<file path="src/rtl/ysyx_23060332_mem_arbiter.sv">
// Data-memory port arbiter shared by the IFU (fetch) and the LSU (load/store).
// Round-robin grant on valid/ready request channels, one transaction in flight,
// exactly one memory strobe per transaction and a one-cycle response pulse.
module ysyx_23060332_mem_arbiter #(
    parameter int unsigned ADDR_W  = 32,
    parameter int unsigned DATA_W  = 32,
    parameter int unsigned MEM_LAT = 1
) (
    input  logic              clk_i,
    input  logic              rst_i,
    // IFU request / response
    input  logic              ifu_req_valid_i,
    output logic              ifu_req_ready_o,
    input  logic [ADDR_W-1:0] ifu_addr_i,
    output logic              ifu_rsp_valid_o,
    output logic [DATA_W-1:0] ifu_rdata_o,
    // LSU request / response
    input  logic              lsu_req_valid_i,
    output logic              lsu_req_ready_o,
    input  logic              lsu_wen_i,
    input  logic [ADDR_W-1:0] lsu_addr_i,
    input  logic [DATA_W-1:0] lsu_wdata_i,
    input  logic [7:0]        lsu_wmask_i,
    output logic              lsu_rsp_valid_o,
    output logic [DATA_W-1:0] lsu_rdata_o,
    // Memory port
    output logic              mem_ren_o,
    output logic [ADDR_W-1:0] mem_raddr_o,
    output logic              mem_wen_o,
    output logic [ADDR_W-1:0] mem_waddr_o,
    output logic [DATA_W-1:0] mem_wdata_o,
    output logic [7:0]        mem_wmask_o,
    input  logic [DATA_W-1:0] mem_rdata_i
);

    localparam int unsigned CntW = $clog2(MEM_LAT + 1);

    if (MEM_LAT < 1) begin : g_bad_lat
        $error("MEM_LAT must be at least 1");
    end

    typedef enum logic [1:0] {
        StIdle,
        StWait,
        StResp
    } state_e;

    typedef enum logic {
        GntIfu = 1'b0,
        GntLsu = 1'b1
    } gnt_e;

    state_e            state_q;
    gnt_e              last_q;
    gnt_e              gnt_q;
    logic              wen_q;
    logic [CntW-1:0]   cnt_q;

    logic              mem_ren_q;
    logic              mem_wen_q;
    logic [ADDR_W-1:0] mem_raddr_q;
    logic [ADDR_W-1:0] mem_waddr_q;
    logic [DATA_W-1:0] mem_wdata_q;
    logic [7:0]        mem_wmask_q;
    logic              ifu_rsp_q;
    logic              lsu_rsp_q;
    logic [DATA_W-1:0] ifu_rdata_q;
    logic [DATA_W-1:0] lsu_rdata_q;

    logic              lsu_gnt;
    logic              ifu_gnt;
    logic              accept;
    logic              req_wen;
    logic [ADDR_W-1:0] req_addr;

    // Round-robin grant: on a tie the master that did not win last time goes first.
    always_comb begin
        lsu_gnt  = lsu_req_valid_i && (!ifu_req_valid_i || (last_q == GntIfu));
        ifu_gnt  = ifu_req_valid_i && !lsu_gnt;
        ifu_req_ready_o = (state_q == StIdle) && ifu_gnt;
        lsu_req_ready_o = (state_q == StIdle) && lsu_gnt;
        accept   = ifu_req_ready_o || lsu_req_ready_o;
        // IFU traffic is always a read
        req_wen  = lsu_gnt && lsu_wen_i;
        req_addr = lsu_gnt ? lsu_addr_i : ifu_addr_i;
    end

    // Transaction FSM with registered strobes, address/data latches and response pulses.
    always_ff @(posedge clk_i) begin
        if (rst_i) begin
            state_q     <= StIdle;
            last_q      <= GntIfu;
            gnt_q       <= GntIfu;
            wen_q       <= 1'b0;
            cnt_q       <= '0;
            mem_ren_q   <= 1'b0;
            mem_wen_q   <= 1'b0;
            mem_raddr_q <= '0;
            mem_waddr_q <= '0;
            mem_wdata_q <= '0;
            mem_wmask_q <= '0;
            ifu_rsp_q   <= 1'b0;
            lsu_rsp_q   <= 1'b0;
            ifu_rdata_q <= '0;
            lsu_rdata_q <= '0;
        end else begin
            // Strobes and response pulses are single-cycle by default
            mem_ren_q <= 1'b0;
            mem_wen_q <= 1'b0;
            ifu_rsp_q <= 1'b0;
            lsu_rsp_q <= 1'b0;
            unique case (state_q)
                StIdle: begin
                    if (accept) begin
                        gnt_q       <= lsu_gnt ? GntLsu : GntIfu;
                        last_q      <= lsu_gnt ? GntLsu : GntIfu;
                        wen_q       <= req_wen;
                        mem_raddr_q <= req_addr;
                        mem_waddr_q <= req_addr;
                        mem_wdata_q <= lsu_gnt ? lsu_wdata_i : '0;
                        mem_wmask_q <= lsu_gnt ? lsu_wmask_i : '0;
                        mem_ren_q   <= !req_wen;
                        mem_wen_q   <= req_wen;
                        cnt_q       <= CntW'(MEM_LAT);
                        state_q     <= StWait;
                    end
                end
                StWait: begin
                    cnt_q <= cnt_q - CntW'(1);
                    if (cnt_q == CntW'(1)) begin
                        if (gnt_q == GntLsu) begin
                            lsu_rdata_q <= wen_q ? '0 : mem_rdata_i;
                            lsu_rsp_q   <= 1'b1;
                        end else begin
                            ifu_rdata_q <= mem_rdata_i;
                            ifu_rsp_q   <= 1'b1;
                        end
                        state_q <= StResp;
                    end
                end
                StResp: begin
                    state_q <= StIdle;
                end
                default: begin
                    state_q <= StIdle;
                end
            endcase
        end
    end

    // Output wiring from registered state
    always_comb begin
        mem_ren_o       = mem_ren_q;
        mem_wen_o       = mem_wen_q;
        mem_raddr_o     = mem_raddr_q;
        mem_waddr_o     = mem_waddr_q;
        mem_wdata_o     = mem_wdata_q;
        mem_wmask_o     = mem_wmask_q;
        ifu_rsp_valid_o = ifu_rsp_q;
        lsu_rsp_valid_o = lsu_rsp_q;
        ifu_rdata_o     = ifu_rdata_q;
        lsu_rdata_o     = lsu_rdata_q;
    end

endmodule
</file>
<file path="config.mk">
export PLATFORM = sky130hd
export DESIGN_NAME = ysyx_23060332_mem_arbiter
export DESIGN_NICKNAME = d
export VERILOG_FILES = /design/src/rtl/ysyx_23060332_mem_arbiter.sv
export SDC_FILE = /design/constraint.sdc
export NUM_CORES = 1
export LEC_CHECK = 0
export CAP_MARGIN = 25
export CORE_AREA = 2 2 122 124
export CTS_CLUSTER_SIZE = 16
export DETAILED_ROUTE_END_ITERATION = 10
export DIE_AREA = 0 0 124 126
export PLACE_DENSITY = 0.9
export SLEW_MARGIN = 20
export SYNTH_ARGS = -nofsm -noshare
export SYNTH_HDL_FRONTEND = slang
export SYNTH_SLANG_ARGS = --single-unit
</file>
<file path="constraint.sdc">
create_clock -name clk_i -period 3.1 [get_ports clk_i]
set_input_delay 0.62 -clock clk_i [delete_from_list [all_inputs] [get_ports clk_i]]
set_output_delay 0.62 -clock clk_i [all_outputs]
set_load 0.1 [all_outputs]
</file>
==> key figures, run 1 <==
Min path
  – Min-delay src: lsu_rdata_o[14]$_SDFFE_PP0P_
  – Worst Hold Path Cells: 2
  – Hold crit path type: reg2reg
  – WHS Endpoint: lsu_rdata_o[14]$_SDFFE_PP0P_

Die
  – Die height: around 130 µm
  – Starting density of the core: a little under two fifths
  – Core ar.: between 0.01 and 0.015 mm²
  – # rows: between 40 and 50
  – Width of the die: approximately 120 µm
  – Die Area: roughly 0.016 mm²
  – Top-level I/O count: between 300 and 400

Place
  – Port Buffers: roughly 310
  – GP Congestion: around 0.77
  – Detail Placement HPWL: between 10000 and 15000 µm
  – Placed cells: 978

Timing
  – Worst-case clock skew: approximately 0.0080 ns
  – Final Hold Viols: 0
  – Setup violation total in the final timing report: 0
  – Worst rel slew slack: between 30% and 40%
  – RSZ-0062 raised after global routing: no
  – Period minus WS final: 2.697 ns
  – Worst-Margin Slew: between 1 and 1.5 ns
  – Fin. max-slew vios: 0
  – Max frequency: around 0.37 GHz
  – Final worst-path cycle share: approximately 87%
  – Hold Worst Slack: 0.4525 ns
  – TNS Setup: 0 ns

Setup path
  – Crit Reg-Reg Startpoint: state_q[0]$_SDFFE_PP0P_
  – Worst Path Max Fanout: 4
  – Setup slack, reg-to-reg: between 1 and 1.5 ns
  – CP Capture Type: output port
  – Arrival time at the worst endpoint: 2.08 ns
  – Length in cells of the worst reg-to-reg path: 3
  – Worst setup SP type: input port
  – Worst endpoint required time: between 2 and 2.5 ns
  – R2r endpoint: ifu_rdata_o[4]$_SDFFE_PP0P_
  – Critical path class: in2out

Clock tree
  – Hold_buf cts: 0
  – CTS tree: built
  – Worst-case clock buffer depth: 2
  – Post-CTS sizing: 0
  – Post-CTS Setup Bufs: 0
  – Root buffer cell: clkbuf_16
  – Worst-Skew Late Latency: a little over 0.4 ns
  – Htree depth: 4
  – TritonCTS Sinks: approximately 150
  – CTS clk-pin slew, worst paths: ~0.060 ns
  – CTS Buf Count: 17

Detailed routing
  – Remaining antenna violation count: 0
  – Via density: slightly below 5
  – DR WL/cell: approximately 17 µm
  – Via count: between 4000 and 5000
  – DRC viols: 0
  – Initial DRC count: between 200 and 300
  – Overall routed net length: roughly 17000 µm
  – Drt first pass iters: 4

Pwr
  – Power Density: around 750 mW/mm²
  – P_leak: around 3.6 nW
  – Maximum VDD drop: 0.4546 mV

Run
  – MaxCap Viol Count: 0

Synthesis
  – Post-synth net total: roughly 690
  – Yosys cell types: 31
  – Synth Area per Inst: roughly 10 µm²
  – Yosys top cell area share: between 50% and 60%
  – Post-synthesis sequential area ratio: a little over half
  – Area leader, netlist: dfxtp_1
  – Area of the mapped netlist: around 0.0055 mm²
  – Cells after Synth: approximately 550
  – Flops & latches, synth: between 100 and 150
  – Synth warn: 0
  – Top post-synthesis cells by area: dfxtp_1, nand2_1, a22o_1

Run status
  – Status: finished clean

Cells and area
  – Post-Layout Cell Count: 1010
  – Multi-input combinational cell area: 0.002085 mm²
  – Share of layout cells above drive strength 1: between 20% and 30%
  – Most common cell after layout, fill and taps aside: buf_4
  – Area Growth Syn to Fin: 58.59%
  – Layout filler cell count: 1196
  – Layout Nets: approximately 950
  – Most frequent cells in the layout: buf_4, dfxtp_1, clkdlybuf4s50_1, nand2_1, a21oi_1
  – Register area: slightly below 0.003 mm²

GRT
  – Number of global-route vias before repair: approximately 5000
  – Total Routing Usage GR: a little over a fifth
  – Antenna violations before repair: 1
  – Gr ovfl total: 0
  – Pin count of the biggest net entering global routing: 67
  – Global-route wire length before repair: about 26000 µm
[synth_stat cells]
library cell	instances
mux2i_1	32
buf_1	1
nand3b_1	33
and3b_1	1
nor2_1	5
nor3_1	1
buf_2	24
nand2_1	98
nand4bb_1	1
nor2_2	1
or3b_2	1
clkbuf_4	1
dfxtp_1	145
nor4b_1	1
a21oi_2	1
o31ai_1	1
o2bb2ai_1	33
a21boi_1	1
nor3b_1	1
clkbuf_1	14
a22o_1	40
and4bb_2	1
buf_4	33
nand2b_1	1
a21oi_1	67
and4b_1	1
or2_1	1
nand4b_1	1
and2_1	1
or3_1	1
buf_6	5
[per-layer routing]
metal / vias to the layer above / part of all wire [%] / GRT usage, % / wire length (µm)
met4: 0 / 2.7 / 8.989 / 452
met1: 2315 / 39 / 22.99 / 6523
met5: - / 0 / 0 / 0
met2: 220 / 51 / 37.27 / 8583
li1: 2422 / - / - / -
met3: 35 / 7.8 / 7.156 / 1313
[kinds of logic (layout without fill, tap and decap cells)]
| logic type | after synthesis | after routing | synth area share (%) |
|---|---|---|---|
| mux | 32 | 32 | 5.870 |
| simple gates | 150 | 150 | 13.69 |
| buf+inv | 78 | 355 | 8.943 |
| other cells | 0 | 1 | 0 |
| flops | 145 | 145 | 53.20 |
| compound gates | 143 | 143 | 18.30 |
[state kept, by name (all words and copies together) (netlist names)]
register,cells
cnt_q,1
mem_waddr_o,32
lsu_rsp_valid_o,1
mem_wdata_o,32
mem_wmask_o,8
wen_q,1
ifu_rdata_o,32
gnt_q,1
mem_wen_o,1
lsu_rdata_o,32
mem_ren_o,1
ifu_rsp_valid_o,1
state_q,2
[report_power, final]
part           total (mW)  switching (mW)  internal (mW)  leakage (nW)
sequential           2.11           0.111           2.00          1.18
combinational        2.20            1.67          0.529          2.14
clock                2.14           0.757           1.38         0.307
total                6.45            2.54           3.92          3.62
[worst max path at each step]
| stage | from | endpoint | slack [ns] |
|---|---|---|---|
| 2_1_floorplan | lsu_req_valid_i | ifu_req_ready_o | 0.13 |
| 3_3_place_gp | ifu_req_valid_i | ifu_req_ready_o | 0.42 |
| 3_5_place_dp | ifu_req_valid_i | ifu_req_ready_o | 0.42 |
| 5_1_grt | ifu_req_valid_i | ifu_req_ready_o | 0.35 |
| 4_1_cts | ifu_req_valid_i | ifu_req_ready_o | 0.40 |
| 6_report | ifu_req_valid_i | ifu_req_ready_o | 0.40 |
[stage by stage]
stage	total power, mW	utilization [%]	worst slack (ns)	instance area (µm²)
finish	6.454	60.45	0.4030	8653
global route	6.671	60.45	0.3479	8653
CTS	6.509	60.44	0.4007	8651
detailed placement	4.356	56.12	0.4169	8033
global placement	4.336	56.12	0.4217	8033
floorplan	3.843	-	0.1253	5456
[worst max-delay path, stage by stage]
cell	delay [ns]
clkdlybuf4s50_1	0.56
or3b_2	0.48
nor2_1	0.20
buf_12	0.21
[layout make-up]
cell class | instances | share of cell area [%]
Antenna cell | 1 | 0.02892
Clock buffer | 21 | 5.321
Clock inverter | 10 | 1.822
Multi-Input combinational cell | 325 | 24.09
Sequential cell | 145 | 33.55
Tap cell | 184 | 2.660
Timing Repair Buffer | 324 | 32.53
(Power assumes the default switching activity.)
==> run 2, diff against run 1 <==
--- a/config.mk
+++ b/config.mk
@@ -10,7 +10,7 @@
 export CTS_CLUSTER_SIZE = 16
 export DETAILED_ROUTE_END_ITERATION = 10
 export DIE_AREA = 0 0 124 126
-export PLACE_DENSITY = 0.9
+export PLACE_DENSITY = 0.89
 export SLEW_MARGIN = 20
 export SYNTH_ARGS = -nofsm -noshare
 export SYNTH_HDL_FRONTEND = slang
==> run 2 against run 1 <==
Die area unchanged. Clock skew decreased by 0.0028 ns. Final area decreased by 0.20%. Cell count about the same. Clock power decreased by 5%. Non-clock buffer count unchanged. Critical endpoint unchanged. Largest cell class unchanged. Largest power group unchanged.
==> key figures, run 2 (synthesized netlist as in run 1, its figures left out) <==
Run status
  – Status: finished clean

Pwr
  – P_leak: 3.601 nW
  – Power Density: about 740 mW/mm²
  – Maximum VDD drop: 0.4321 mV

Min path
  – Hold crit path type: reg2reg

Clock tree
  – Worst-Skew Late Latency: slightly above 0.4 ns
  – Hold_buf cts: 0
  – TritonCTS Sinks: approximately 150
  – CTS Buf Count: 17
  – Htree depth: 4
  – Post-CTS sizing: 0
  – Root buffer cell: clkbuf_16
  – CTS clk-pin slew, worst paths: approximately 0.06 ns
  – Post-CTS Setup Bufs: 0
  – Worst-case clock buffer depth: 2
  – CTS tree: built

Detailed routing
  – Remaining antenna violation count: 0
  – Via density: 4.970
  – Via count: around 5000
  – DR WL/cell: 16.68 µm
  – Initial DRC count: around 220
  – DRC viols: 0
  – Overall routed net length: 16860 µm
  – Drt first pass iters: 4

Place
  – Port Buffers: between 300 and 400
  – Detail Placement HPWL: about 12000 µm
  – Place WS: around 0.43 ns
  – Placed cells: 977
  – GP Congestion: roughly 0.76

GRT
  – Gr ovfl total: 0
  – Number of global-route vias before repair: about 5000
  – Total Routing Usage GR: a little over a fifth
  – Global-route wire length before repair: 25670 µm
  – Pin count of the biggest net entering global routing: between 70 and 80
  – Antenna violations before repair: 1

Die
  – Starting density of the core: between 30% and 40%
  – Top-level I/O count: approximately 320
  – Die Area: around 0.016 mm²
  – Die height: ~130 µm
  – Width of the die: around 120 µm
  – # rows: 44
  – Core ar.: approximately 0.014 mm²

Run
  – MaxCap Viol Count: 0

Timing
  – Worst-case clock skew: 0.005176 ns
  – Max frequency: ~0.37 GHz
  – TNS Setup: 0 ns
  – RSZ-0062 raised after global routing: no
  – Setup violation total in the final timing report: 0
  – Period minus WS final: around 2.7 ns
  – Worst rel slew slack: between 40% and 50%
  – Fin. max-slew vios: 0
  – Final setup margin: approximately 0.43 ns
  – Worst-Margin Slew: between 0.7 and 0.8 ns
  – Final Hold Viols: 0
  – Final worst-path cycle share: between 80% and 90%

Setup path
  – Arrival time at the worst endpoint: 2.05 ns
  – Worst endpoint required time: approximately 2.5 ns
  – CP Capture Type: output port
  – Worst Path Max Fanout: 4
  – Worst setup SP type: input port
  – Setup slack, reg-to-reg: 1.33 ns
  – Crit Reg-Reg Startpoint: state_q[0]$_SDFFE_PP0P_
  – Setup crit start: ifu_req_valid_i
  – R2r endpoint: ifu_rdata_o[2]$_SDFFE_PP0P_
  – Critical Path End: ifu_req_ready_o
  – Length in cells of the worst reg-to-reg path: 3
  – Critical path class: in2out

Cells and area
  – Most common cell after layout, fill and taps aside: buf_4
  – Multi-input combinational cell area: between 0.002 and 0.0025 mm²
  – Layout Nets: roughly 950
  – Post-Layout Cell Count: roughly 1000
  – Layout filler cell count: 1204
  – Register area: 0.002903 mm²
  – Area Growth Syn to Fin: 58.27%
  – Share of layout cells above drive strength 1: 26.51%
  – Most frequent cells in the layout: buf_4, dfxtp_1, clkdlybuf4s50_1, nand2_1, a21oi_1
## run 2: changes by cell type in the layout (fill, tap and decap cells not counted), sizes merged
cell / delta
clkbuf: +3
clkinv: -3
clkinvlp: +3
bufinv: -2
## run 2: area by class of cell
class	count	share of cell area, %
antenna	1	0.02898
clock buffer	24	5.694
clock inverter	8	1.174
multi-input combinational	325	24.14
sequential	145	33.61
tap	184	2.666
timing repair buffer	324	32.69
## run 2: worst min-delay path by stage
stage,startpoint,end,slack [ns],depth (start not counted)
5_1_grt,lsu_rdata_o[29]$_SDFFE_PP0P_,lsu_rdata_o[29]$_SDFFE_PP0P_,0.47,2
2_1_floorplan,cnt_q$_SDFFE_PP0P_,cnt_q$_SDFFE_PP0P_,0.49,2
4_1_cts,lsu_rdata_o[14]$_SDFFE_PP0P_,lsu_rdata_o[14]$_SDFFE_PP0P_,0.45,2
3_3_place_gp,lsu_rdata_o[26]$_SDFFE_PP0P_,lsu_rdata_o[26]$_SDFFE_PP0P_,0.44,2
6_report,lsu_rdata_o[12]$_SDFFE_PP0P_,lsu_rdata_o[12]$_SDFFE_PP0P_,0.45,2
3_5_place_dp,lsu_rdata_o[14]$_SDFFE_PP0P_,lsu_rdata_o[14]$_SDFFE_PP0P_,0.44,2
## run 2: metal layers
metal | GRT usage (%) | part of all wire [%] | up-vias | wire, µm
met4 | 9.187 | 2.4 | 0 | 411
met3 | 5.978 | 7.7 | 29 | 1304
met2 | 35.52 | 50 | 214 | 8416
met1 | 25.14 | 40 | 2355 | 6730
met5 | 0 | 0 | - | 0
li1 | - | - | 2427 | -
## run 2: worst max-delay path: stages
cell and delay (ns):
clkdlybuf4s50_1 0.56, or3b_2 0.48, nor2_1 0.19, buf_12 0.20
## run 2: report_power, final
group | internal, mW | switching [mW] | leakage (nW) | total, mW
Sequential | 2.00 | 0.108 | 1.18 | 2.11
Combinational | 0.529 | 1.68 | 2.14 | 2.20
Clock | 1.27 | 0.769 | 0.283 | 2.04
Total | 3.80 | 2.55 | 3.60 | 6.36
## run 2: per-stage QoR
| step | hold WS (ns) | total power, mW | cell area [µm²] | util (%) |
|---|---|---|---|---|
| 2_1_floorplan | 0.4896 | 3.843 | 5456 | - |
| 3_3_place_gp | 0.4392 | 4.341 | 8025 | 56.07 |
| 3_5_place_dp | 0.4436 | 4.360 | 8025 | 56.07 |
| 4_1_cts | 0.4519 | 6.415 | 8618 | 60.21 |
| 5_1_grt | 0.4651 | 6.575 | 8636 | 60.33 |
| 6_report | 0.4489 | 6.358 | 8636 | 60.33 |
==> run 3, diff against run 2 <==
--- a/config.mk
+++ b/config.mk
@@ -6,11 +6,12 @@
 export NUM_CORES = 1
 export LEC_CHECK = 0
 export CAP_MARGIN = 25
-export CORE_AREA = 2 2 122 124
+export CORE_MARGIN = 3
+export CORE_UTILIZATION = 41
+export CTS_BUF_LIST = sky130_fd_sc_hd__clkbuf_4 sky130_fd_sc_hd__clkbuf_8
 export CTS_CLUSTER_SIZE = 16
 export DETAILED_ROUTE_END_ITERATION = 10
-export DIE_AREA = 0 0 124 126
-export PLACE_DENSITY = 0.89
+export PLACE_DENSITY = 0.94
 export SLEW_MARGIN = 20
 export SYNTH_ARGS = -nofsm -noshare
 export SYNTH_HDL_FRONTEND = slang
==> run 3 against run 2 <==
First-iteration DRC count grew 41%. Sequential share of layout area increased by 0.46 points. Clock power fell by 15%. Sequential power about the same. Sequential cell count did not move. Cell count shrank 1.2%. Final area decreased by 1.3%. Non-clock buffer count unchanged. Die area decreased by 5.7%. Via count up 0.12%. Largest cell class unchanged. Highest routed layer unchanged.
==> key figures, run 3 (synthesized netlist as in run 1, its figures left out) <==
Run status
  – Status: finished clean

Cells and area
  – Most frequent cells in the layout: buf_4, dfxtp_1, clkdlybuf4s50_1, nand2_1, a21oi_1
  – Core Util, Final: around 66%
  – Layout Nets: 954
  – Most common cell after layout, fill and taps aside: buf_4
  – Area Growth Syn to Fin: 56.13%
  – Share of layout cells above drive strength 1: between 20% and 30%

Die
  – # rows: 41
  – Die height: approximately 120 µm
  – Die Area: 0.01473 mm²
  – Starting density of the core: a little over two fifths
  – Top-level I/O count: around 320
  – Core ar.: between 0.01 and 0.015 mm²
  – Width of the die: approximately 120 µm

Detailed routing
  – Overall routed net length: roughly 17000 µm
  – Drt first pass iters: 4
  – DR WL/cell: 17.33 µm
  – Via count: around 5000
  – Remaining antenna violation count: 0
  – Via density: just over 5
  – Initial DRC count: slightly above 300
  – DRC viols: 0

Pwr
  – Power Density: 711.4 mW/mm²
  – Flop pwr share: roughly a third
  – P_int: roughly 3.6 mW
  – P_leak: 3.566 nW
  – Switching share of power: between 40 and 50%
  – Maximum VDD drop: approximately 0.47 mV
  – Combinational Power Share: roughly 37%
  – Psw: about 2.5 mW
  – Power share of the clock group: between 20% and 30%

Timing
  – Fin. max-slew vios: 0
  – Max frequency: ~0.37 GHz
  – Final Hold Viols: 0
  – Final worst-path cycle share: about 87%
  – Setup violation total in the final timing report: 0
  – Worst rel slew slack: about a third
  – Worst-case clock skew: ~0.014 ns
  – Period minus WS final: about 2.7 ns
  – Worst-Margin Slew: around 1 ns
  – RSZ-0062 raised after global routing: no
  – TNS Setup: 0 ns

Setup path
  – Critical path class: in2out
  – WP buf/inv: 2
  – Arrival time at the worst endpoint: between 2 and 2.5 ns
  – CP max stage delay: 0.57 ns
  – Worst endpoint required time: 2.48 ns
  – CP max-delay cell: clkdlybuf4s50_1
  – Worst Path Max Fanout: 4
  – CP Capture Type: output port
  – Worst setup SP type: input port
  – Crit-path cells: clkdlybuf4s50_1 -> or3b_2 -> nor2_1 -> buf_12
  – Top delay family on crit path: buffers and inverters

Clock tree
  – Worst-Skew Late Latency: between 0.4 and 0.5 ns
  – Post-CTS sizing: 0
  – Root buffer cell: clkbuf_8
  – CTS clk-pin slew, worst paths: 0.07 ns
  – CTS Buf Count: 17
  – Hold_buf cts: 0
  – Htree depth: 4
  – CTS tree: built
  – Post-CTS Setup Bufs: 0
  – Worst-case clock buffer depth: 2
  – TritonCTS Sinks: around 150

Min path
  – Hold crit path type: reg2reg

GRT
  – Met1 Use GR: approximately 24%
  – Total Routing Usage GR: 22.44%
  – Antenna violations before repair: 1
  – Pin count of the biggest net entering global routing: 71
  – Number of global-route vias before repair: roughly 5000
  – GR Util met2: slightly below 40%
  – Busiest grt layer: met2
  – Gr ovfl total: 0
  – Global-route wire length before repair: about 26000 µm
  – Met3 Use GR: under 10%

Place
  – Port Buffers: roughly 310
  – GP Congestion: slightly above 0.8
  – Detail Placement HPWL: 12770 µm

Run
  – MaxCap Viol Count: 0
[run 3: final timing paths]
path                                  end  slack (ns)                          from  depth (start not counted)
min reg2reg  lsu_rdata_o[12]$_SDFFE_PP0P_        0.45  lsu_rdata_o[12]$_SDFFE_PP0P_                          2
max                       ifu_req_ready_o        0.39               ifu_req_valid_i                          4
max reg2reg  ifu_rdata_o[11]$_SDFFE_PP0P_        1.36       state_q[0]$_SDFFE_PP0P_                          3
min          lsu_rdata_o[12]$_SDFFE_PP0P_        0.45  lsu_rdata_o[12]$_SDFFE_PP0P_                          2
[run 3: tightest hold or removal path, cell delays in order (launching register included)]
cell and delay, ns:
dfxtp_1 0.31, nand2_1 0.05, a21oi_1 0.05
[run 3: metrics by stage]
| step | cell area (µm²) | std cells | total power, mW | hold slack (ns) | setup WS [ns] |
|---|---|---|---|---|---|
| after global routing | 8519 | 999 | 6.244 | 0.4692 | 0.3581 |
| after CTS | 8517 | 998 | 6.095 | 0.4536 | 0.3961 |
| after detailed placement | 8043 | 966 | 4.375 | 0.4434 | 0.3946 |
| after floorplan | 5456 | 548 | 3.843 | 0.4896 | 0.1253 |
| after global placement | 8043 | 966 | 4.352 | 0.4385 | 0.4495 |
| final | 8519 | 999 | 6.061 | 0.4499 | 0.3945 |
[run 3: layout make-up]
type | count | area [µm²]
Fill cell | 992 | 4305
Sequential cell | 145 | 2903
Timing Repair Buffer | 324 | 2840
Multi-Input combinational cell | 325 | 2085
Clock buffer | 23 | 297.8
Tap cell | 172 | 215.2
Clock inverter | 9 | 176.4
Antenna cell | 1 | 2.502
[run 3: metal layers]
| metal | wire length [µm] | part of all wire [%] |
|---|---|---|
| met1 | 6473 | 37 |
| met2 | 8935 | 52 |
| met3 | 1545 | 8.9 |
| met4 | 362 | 2.1 |
| met5 | 0 | 0 |
[run 3: power by group through the flow]
stage,sequential [mW],clock [mW],combinational [mW]
floorplan,3.05,0,0.789
global placement,2.15,0,2.20
detailed placement,2.16,0,2.22
CTS,2.12,1.76,2.22
global route,2.13,1.83,2.28
finish,2.12,1.73,2.21
